[config.mk]
export PLATFORM = sky130hd
export DESIGN_NAME = control_unit_mc
export DESIGN_NICKNAME = d
export VERILOG_FILES = /design/src/rtl/control_unit_mc.sv
export SDC_FILE = /design/constraint.sdc
export NUM_CORES = 1
export LEC_CHECK = 0
export CELL_PAD_IN_SITES_DETAIL_PLACEMENT = 1
export CELL_PAD_IN_SITES_GLOBAL_PLACEMENT = 2
export CORE_UTILIZATION = 24
export DETAILED_ROUTE_END_ITERATION = 7
export PLACE_DENSITY = 0.77
export SKIP_CTS_REPAIR_TIMING = 1
export SLEW_MARGIN = 30
export SYNTH_ARGS = -nofsm -noshare
export SYNTH_HDL_FRONTEND = slang
export SYNTH_SLANG_ARGS = --single-unit
[constraint.sdc]
create_clock -name clk -period 2 [get_ports clk]
set_clock_uncertainty 0.1 [all_clocks]
set_input_delay 0.4 -clock clk [delete_from_list [all_inputs] [get_ports clk]]
set_output_delay 0.4 -clock clk [all_outputs]
set_load 0.01 [all_outputs]
[src/rtl/control_unit_mc.sv]
// control_unit_mc: multicycle control FSM (fetch/decode/execute) for the ADD/SUB/AND/ADDI subset.
// Optional OVERFLOW_TRAP_EN: suppress overflowing writeback and enter a sticky TRAP state.
module control_unit_mc #(
    parameter int FETCH_WAIT = 2
) (
    input  logic       clk,
    input  logic       reset,
    input  logic [5:0] OPCODE,
    input  logic [5:0] FUNCT,
    input  logic       Of,
    input  logic       Zr,
    output logic       PC_w,
    output logic       MEM_w,
    output logic       IR_w,
    output logic       RB_w,
    output logic       AB_w,
    output logic [2:0] ULA_c,
    output logic       M_WREG,
    output logic       M_ULAA,
    output logic [1:0] M_ULAB,
    output logic       illegal_op,
    output logic       trap,
    output logic [2:0] state_dbg
);
    typedef enum logic [2:0] {
        RST     = 3'd0,
        FETCH   = 3'd1,
        DECODE  = 3'd2,
        EXEC_R  = 3'd3,
        EXEC_I  = 3'd4,
        ILLEGAL = 3'd5,
        TRAP    = 3'd6
    } state_t;

    localparam logic [3:0] LAST = 4'(FETCH_WAIT - 1);

    state_t     state_q, state_d;
    logic [3:0] cnt_q, cnt_d;
    logic       r_ok, i_ok, ovf, fetch_done, unused_ok;
    logic [2:0] ula_r;
    logic       pc_w_q, ir_w_q, rb_w_q, ab_w_q, m_wreg_q, m_ulaa_q, ill_q, trap_q;
    logic [2:0] ula_c_q;
    logic [1:0] m_ulab_q;

    assign r_ok       = OPCODE == 6'h00 && (FUNCT == 6'h20 || FUNCT == 6'h22 || FUNCT == 6'h24);
    assign i_ok       = OPCODE == 6'h08;
    assign ula_r      = FUNCT == 6'h22 ? 3'b010 : FUNCT == 6'h24 ? 3'b011 : 3'b001;
    assign fetch_done = cnt_q == LAST;
    assign unused_ok  = ^{Zr, Of};

`ifdef OVERFLOW_TRAP_EN
    // Overflow must block the write in the same cycle, so this gate stays combinational.
    assign ovf  = Of;
    assign RB_w = rb_w_q & ~Of;
`else
    assign ovf  = 1'b0;
    assign RB_w = rb_w_q;
`endif

    always_comb begin
        state_d = state_q;
        cnt_d   = 4'd0;
        case (state_q)
            RST:            state_d = FETCH;
            FETCH: begin
                state_d = fetch_done ? DECODE : FETCH;
                cnt_d   = fetch_done ? 4'd0 : cnt_q + 4'd1;
            end
            DECODE:         state_d = r_ok ? EXEC_R : i_ok ? EXEC_I : ILLEGAL;
            EXEC_R, EXEC_I: state_d = ovf ? TRAP : FETCH;
            ILLEGAL:        state_d = FETCH;
            TRAP:           state_d = TRAP;
            default:        state_d = RST;
        endcase
    end

    // Outputs are decoded from the next state so they line up with state_q after the edge.
    always_ff @(posedge clk) begin
        if (reset) begin
            state_q  <= RST;
            cnt_q    <= 4'd0;
            pc_w_q   <= 1'b0;
            ir_w_q   <= 1'b0;
            rb_w_q   <= 1'b0;
            ab_w_q   <= 1'b0;
            ula_c_q  <= 3'b000;
            m_wreg_q <= 1'b0;
            m_ulaa_q <= 1'b0;
            m_ulab_q <= 2'b00;
            ill_q    <= 1'b0;
            trap_q   <= 1'b0;
        end else begin
            state_q  <= state_d;
            cnt_q    <= cnt_d;
            pc_w_q   <= state_d == FETCH && cnt_d == LAST;
            ir_w_q   <= state_d == FETCH && cnt_d == LAST;
            rb_w_q   <= state_d == EXEC_R || state_d == EXEC_I;
            ab_w_q   <= state_d == DECODE;
            ula_c_q  <= (state_d == FETCH || state_d == EXEC_I) ? 3'b001 :
                        state_d == EXEC_R ? ula_r : 3'b000;
            m_wreg_q <= state_d == EXEC_R;
            m_ulaa_q <= state_d == EXEC_R || state_d == EXEC_I;
            m_ulab_q <= state_d == FETCH ? 2'b01 : state_d == EXEC_I ? 2'b10 : 2'b00;
            ill_q    <= state_d == ILLEGAL;
            trap_q   <= state_d == TRAP;
        end
    end

    assign PC_w       = pc_w_q;
    assign MEM_w      = 1'b0;
    assign IR_w       = ir_w_q;
    assign AB_w       = ab_w_q;
    assign ULA_c      = ula_c_q;
    assign M_WREG     = m_wreg_q;
    assign M_ULAA     = m_ulaa_q;
    assign M_ULAB     = m_ulab_q;
    assign illegal_op = ill_q;
    assign trap       = trap_q;
    assign state_dbg  = state_q;
endmodule

======== After elaboration in Yosys (flattened, before gate mapping) ========
Cells that the tools add are included.
operators by class
  shift operators ......................... 0
  $add $sub $neg .......................... 1
  magnitude comparators ................... 0
  muxes and demuxes ....................... 12
  div/mod/pow operators ................... 0
  bitwise gates (word level) .............. 1
  $mul .................................... 0
  reductions and logical operators ........ 12
  equality and inequality tests ........... 18
operators by type and width
  cell                                                             count
  3-bit == test, second input constant                             6
  6-bit == test, second input constant                             3
  3-bit by 2-bit == test with 1-bit output, second input constant  4
  3-bit case mux with 4 select lines                               1
  4-bit by 1-bit == test with 1-bit output, second input constant  2
  2-bit 2-to-1 mux                                                 4
  4-bit 2-to-1 mux                                                 2
  4-bit OR reduction                                               2
  3-bit by 1-bit == test with 1-bit output, second input constant  2
  6-bit by 4-bit == test with 1-bit output, second input constant  1
  6-bit zero test                                                  1
  4-bit by 1-bit adder with 4-bit output, second input constant    1
  1-bit logical OR                                                 4
  1-bit 2-to-1 mux                                                 4
  3-bit zero test                                                  1
  3-bit 2-to-1 mux                                                 1
  3-bit OR reduction                                               1
  1-bit logical AND                                                2
  2-bit OR reduction                                               1
  1-bit inverter                                                   1
word-level totals
  bits in writable memories ............... 0
  register bits after elaboration ......... 18
  memories kept ........................... 0
  latch bits .............................. 0
  output and inout port bits .............. 17
  bits in read-only memories .............. 0

======== Longest topological paths before layout ========
  depth after elaboration ................. 9
  depth in mapped cells ................... 7
  depth with buffers taken out ............ 7

======== Worst setup path after synthesis ========
OpenSTA, ideal clock, no wires.
  path kind ............................... input to register
  from .................................... input port FUNCT[0]
  to ...................................... register ula_c_q[1] (netlist: ULA_c[1])
  arrival time ............................ 1.712 ns
  buffers on the path ..................... 0
  setup slack ............................. 0.128 ns
  stages .................................. 5
  cells stage by stage .................... or4b_4 > nor4_4 > a21oi_2 > nor4_4 > and3_1
on the way
  word-level cells in the longest chain between the ends .. 9
ends and longest elaborated chain
  item                                                              RTL line  RTL
  start: declaration                                                9         input logic [5:0] FUNCT,
  6-bit == test, on equally long branches                           45, 47
  1-bit logical OR (2 in series)                                    45        assign r_ok = OPCODE == 6'h00 && (FUNCT == 6'h20 || FUNCT == 6'h22 || FUNCT == 6'h24);
  1-bit logical AND                                                 45
  3-bit 2-to-1 mux                                                  69        DECODE: state_d = r_ok ? EXEC_R : i_ok ? EXEC_I : ILLEGAL;
  3-bit case mux with 4 select lines                                63        case (state_q)
  3-bit by 1-bit == test with 1-bit output (tied with other cells)  99        ula_c_q <= (state_d == FETCH || state_d == EXEC_I) ? 3'b001 :
  1-bit logical OR / 1-bit inverter (equally long branches)         --
  3-bit OR reduction (no line)                                      --
  end signal: assignment                                            99
  end: declaration                                                  42        logic [2:0] ula_c_q;
Several ways; a longest one is shown, not always the timed one.
A chain may end at the register's enable or synchronous reset.

======== Final worst setup path ========
  from .................................... input port OPCODE[1]
  to ...................................... register ula_c_q[1] (netlist: ULA_c[1])
on the way
  word-level cells in the longest chain between the ends .. 7
ends and longest elaborated chain
  item                                                                                RTL line  RTL
  start: declaration                                                                  8         input logic [5:0] OPCODE,
  6-bit by 4-bit == test with 1-bit output / 6-bit zero test (equally long branches)  46, 45
  1-bit 2-to-1 mux / 1-bit logical AND (equally long branches)                        69, 45
  3-bit 2-to-1 mux *                                                                  69
  3-bit case mux with 4 select lines *                                                63
  3-bit by 1-bit == test with 1-bit output (tied with other cells)                    99
  1-bit logical OR / 1-bit inverter (equally long branches)                           --
  3-bit OR reduction (no line) *                                                      --
Mark *: on every way between the ends. The rest lies on a longest branch, timed or not.

==> impl_results.html <==
<table>
<tr><th>Metric</th><th>Value</th></tr>
<tr><th colspan="2">Worst setup path</th></tr>
<tr><td>Series of cell instances along the critical path</td><td>clkdlybuf4s50_1 -&gt; or3_4 -&gt; nor4_4 -&gt; a21oi_2 -&gt; nor4_4 -&gt; and3_1</td></tr>
<tr><td>Slowest library cell on the worst path</td><td>sky130_fd_sc_hd__or3_4</td></tr>
<tr><td>Crit. Startpoint</td><td>OPCODE[1]</td></tr>
<tr><td>Type of destination of the critical path</td><td>register</td></tr>
<tr><td>Critical path peak fanout</td><td>3</td></tr>
<tr><td>Worst EP required</td><td>2.14 ns</td></tr>
<tr><td>CP startpoint kind</td><td>input port</td></tr>
<tr><td>Worst path arrival time</td><td>2.10 ns</td></tr>
<tr><td>Path type of the worst setup path</td><td>input port to register</td></tr>
<tr><td>Worst reg2reg setup slack</td><td>0.15 ns</td></tr>
<tr><td>Beginning of the worst register-to-register path</td><td>cnt_q[1]$_SDFF_PP0_</td></tr>
<tr><td>Largest stage delay, worst path</td><td>0.42 ns</td></tr>
<tr><td>Most used cell along the critical path</td><td>sky130_fd_sc_hd__nor4_4</td></tr>
<tr><th colspan="2">Yosys</th></tr>
<tr><td>Sequential fraction of the synthesis area</td><td>0.420</td></tr>
<tr><td>Number of enable-type register cells in the synthesized netlist</td><td>0</td></tr>
<tr><td>Area fraction of the dominant cell type after synthesis</td><td>0.420</td></tr>
<tr><td>Flip-flop cell with the highest count after synthesis</td><td>sky130_fd_sc_hd__dfxtp_1</td></tr>
<tr><td>Synth Warn #</td><td>0</td></tr>
<tr><td>Share of flip-flops with an asynchronous set or reset after synthesis</td><td>0</td></tr>
<tr><td>Post-Syn Instances</td><td>80</td></tr>
<tr><td>Synth unique cells</td><td>35</td></tr>
<tr><td>Library cell occupying the most area in the post-synthesis netlist</td><td>sky130_fd_sc_hd__dfxtp_1</td></tr>
<tr><td>Number of register bits inferred by synthesis</td><td>17</td></tr>
<tr><td>Post-synthesis instance area</td><td>810 sq um</td></tr>
<tr><td>Largest cells by area after synthesis</td><td>sky130_fd_sc_hd__dfxtp_1, sky130_fd_sc_hd__nor4_4, sky130_fd_sc_hd__nor2_1, sky130_fd_sc_hd__buf_4, sky130_fd_sc_hd__o41ai_4</td></tr>
<tr><td>Average size of a mapped cell</td><td>10.1 sq um</td></tr>
<tr><th colspan="2">Power and ir drop</th></tr>
<tr><td>Switching power as a share of total power</td><td>0.246</td></tr>
<tr><td>Share of total power in the clock network</td><td>0.276</td></tr>
<tr><td>Internal Pwr Total</td><td>0.495 mW</td></tr>
<tr><td>NetSw</td><td>0.161 mW</td></tr>
<tr><td>Power per cell area</td><td>515 nW/um^2</td></tr>
<tr><td>Leakage power</td><td>0.542 nW</td></tr>
<tr><td>Part of the power in combinational logic</td><td>0.176</td></tr>
<tr><td>Sequential fraction of design power</td><td>0.547</td></tr>
<tr><td>Total power draw</td><td>0.657 mW</td></tr>
<tr><td>Largest voltage drop on the vdd net</td><td>263 uV</td></tr>
<tr><th colspan="2">Layout</th></tr>
<tr><td>Final core utilization</td><td>0.408</td></tr>
<tr><td>Area of the multi-input gates</td><td>467 sq um</td></tr>
<tr><td>Final layout net count</td><td>138</td></tr>
<tr><td>Final std cell area, no fill</td><td>1280 sq um</td></tr>
<tr><td>Layout Cells excl Fill</td><td>163</td></tr>
<tr><td>Seq. cell area</td><td>342 sq um</td></tr>
<tr><td>Synth-to-layout area growth</td><td>57.7%</td></tr>
<tr><td>Filler cell count</td><td>354</td></tr>
<tr><td>Share of layout cells above drive strength 1</td><td>0.252</td></tr>
<tr><td>ANT cells</td><td>0</td></tr>
<tr><th colspan="2">Floorplanning</th></tr>
<tr><td>Row Count</td><td>20</td></tr>
<tr><td>Horizontal extent of the die</td><td>60.1 um</td></tr>
<tr><td>Placeable Area</td><td>3130 sq um</td></tr>
<tr><td>Effective utilization at floorplan</td><td>0.259</td></tr>
<tr><td>Die height</td><td>60.1 um</td></tr>
<tr><td># IOs</td><td>33</td></tr>
<tr><td>Die ar.</td><td>3610 sq um</td></tr>
<tr><th colspan="2">STA</th></tr>
<tr><td>Hold_ws</td><td>0.355 ns</td></tr>
<tr><td>Min setup slack post-route</td><td>0.0443 ns</td></tr>
<tr><td>Final critical delay including setup and external delays</td><td>1.96 ns</td></tr>
<tr><td>Slew Viols, Final</td><td>0</td></tr>
<tr><td>Setup-violating endpoint count in the final report</td><td>0</td></tr>
<tr><td>Post-route fraction of the period consumed by the critical path</td><td>0.978</td></tr>
<tr><td>Hold Violations, Final</td><td>0</td></tr>
<tr><td>Sum Neg Setup Slack</td><td>0 ns</td></tr>
<tr><td>Maximum operating frequency</td><td>0.511 GHz</td></tr>
<tr><th colspan="2">Global routing</th></tr>
<tr><td>Overflow left after global routing</td><td>0</td></tr>
<tr><td>Global-route usage over all layers</td><td>0.118</td></tr>
<tr><td>First-pass GRT wire length</td><td>3050 um</td></tr>
<tr><td>Via count of the first global-routing pass</td><td>713</td></tr>
<tr><td>Initial antenna violation count</td><td>0</td></tr>
<tr><td>Pin count of the biggest net entering global routing</td><td>11</td></tr>
<tr><th colspan="2">Placed design</th></tr>
<tr><td># port buffers</td><td>28</td></tr>
<tr><td>Number of cells in the design after placement</td><td>156</td></tr>
<tr><td>Dpl ws</td><td>-0.409 ns</td></tr>
<tr><td>Post-detailed-placement cell area</td><td>1170 sq um</td></tr>
<tr><td>Final Wtd Congestion</td><td>0.791</td></tr>
<tr><td>Placed wire-length estimate after detailed placement</td><td>1460 um</td></tr>
<tr><th colspan="2">Clock tree</th></tr>
<tr><td>Maximum clock path buffer count</td><td>2</td></tr>
<tr><td>Clock net sink count</td><td>17</td></tr>
<tr><td>Deepest level of the CTS H-tree</td><td>1</td></tr>
<tr><td>Clock tree root buffer cell</td><td>sky130_fd_sc_hd__clkbuf_4</td></tr>
<tr><td>CTS tree</td><td>built</td></tr>
<tr><td>Clock-pin slew of the registers on the worst-case setup and hold paths</td><td>0.10 ns</td></tr>
<tr><td>Worst-skew pair later-pin latency</td><td>0.29 ns</td></tr>
<tr><td>CTS buffer count</td><td>3</td></tr>
<tr><th colspan="2">Job</th></tr>
<tr><td>Max-capacitance violation count</td><td>0</td></tr>
<tr><th colspan="2">Routing</th></tr>
<tr><td>Via total after detailed routing</td><td>716</td></tr>
<tr><td>Number of routed nets with antenna violations</td><td>0</td></tr>
<tr><td>Drt first pass iters</td><td>3</td></tr>
<tr><td>Final routed DRC violation total</td><td>0</td></tr>
<tr><td>Number of vias per cell</td><td>4.39</td></tr>
<tr><td>DR WL/cell</td><td>12.0 um</td></tr>
<tr><td>Final wirelength</td><td>1960 um</td></tr>
<tr><td>1st-iter DRT viols</td><td>31</td></tr>
<tr><th colspan="2">Worst hold path</th></tr>
<tr><td>Startpoint of the worst hold path</td><td>FUNCT[0]</td></tr>
<tr><td>Path class of the lowest-slack min-delay path</td><td>input port to register</td></tr>
<tr><th colspan="2">Run status</th></tr>
<tr><td>Run status</td><td>finished, final reports clean</td></tr>
</table>
[final cells by class]
cell class / instances / share of cell area
timing repair buffer: 39 / 0.294
sequential: 17 / 0.268
multi-input combinational: 56 / 0.366
inverter: 3 / 0.00882
tap: 44 / 0.0431
clock buffer: 4 / 0.0206
[sequential cells by signal (all words and copies together) (netlist names)]
register / count
cnt_q: 4
state_dbg: 3
M_ULAB: 2
ULA_c: 2
AB_w: 1
IR_w: 1
M_ULAA: 1
M_WREG: 1
illegal_op: 1
trap: 1
[power by group through the flow]
stage	Combinational (mW)	Sequential [mW]	Clock (mW)
floorplan	0.0486	0.369	0
global placement	0.110	0.366	0
detailed placement	0.112	0.366	0
CTS	0.112	0.359	0.191
global route	0.127	0.361	0.206
finish	0.116	0.359	0.182
[worst paths after layout]
path / to / cells after the start
worst min register to register: cnt_q[0]$_SDFF_PP0_ / 1
worst max-delay path: ULA_c[1]$_SDFF_PP0_ / 6
worst max register to register: M_ULAB[0]$_SDFF_PP0_ / 7
worst min-delay path: ULA_c[1]$_SDFF_PP0_ / 3
[synthesized netlist by cell type, types with 2 or more instances]
master	number
sky130_fd_sc_hd__inv_1	3
sky130_fd_sc_hd__ha_1	2
sky130_fd_sc_hd__a21oi_1	3
sky130_fd_sc_hd__a21oi_2	2
sky130_fd_sc_hd__nor2_1	10
sky130_fd_sc_hd__or2_2	2
sky130_fd_sc_hd__xnor2_1	2
sky130_fd_sc_hd__nand3b_1	2
sky130_fd_sc_hd__nor4b_1	2
sky130_fd_sc_hd__nor2b_1	2
sky130_fd_sc_hd__nor4_4	2
sky130_fd_sc_hd__dfxtp_1	17
sky130_fd_sc_hd__nand3_1	4
sky130_fd_sc_hd__and3_1	3
sky130_fd_sc_hd__buf_4	4
[worst max-delay path: cells and delay by family]
kind	cells	cell delay [ns]
buffers and inverters	1	0.41
and+or+nand+nor	4	1.15
AOI/OAI and AO/OA	1	0.13
[cells in the final DEF (no fill, tap or decap), types with 3 or more instances in the layout]
| cell | n |
|---|---|
| sky130_fd_sc_hd__clkdlybuf4s50_1 | 23 |
| sky130_fd_sc_hd__dfxtp_1 | 16 |
| sky130_fd_sc_hd__buf_4 | 11 |
| sky130_fd_sc_hd__nor2_1 | 10 |
| sky130_fd_sc_hd__dlymetal6s2s_1 | 5 |
| sky130_fd_sc_hd__inv_1 | 3 |
| sky130_fd_sc_hd__and3_1 | 3 |
| sky130_fd_sc_hd__a21oi_1 | 3 |
| sky130_fd_sc_hd__nand3_1 | 3 |
| sky130_fd_sc_hd__clkbuf_4 | 3 |
[cell families after synthesis]
group | Yosys count | synth area share
AOI/OAI and AO/OA | 12 | 0.134
xor gates and xnor gates | 3 | 0.0325
adders and majority gates | 2 | 0.0309
buffers and inverters | 8 | 0.0649
DFF | 17 | 0.420
muxes | 1 | 0.0124
other | 1 | 0.00463
and+or+nand+nor | 36 | 0.300
[per-layer routing]
| metal | wire [um] | GRT usage |
|---|---|---|
| met1 | 903 | 0.146 |
| met2 | 932 | 0.183 |
| met3 | 101 | 0.0498 |
| met4 | 19 | 0.0399 |
| met5 | 0 | 0 |
Note: power is estimated with default switching activity, not from simulation.
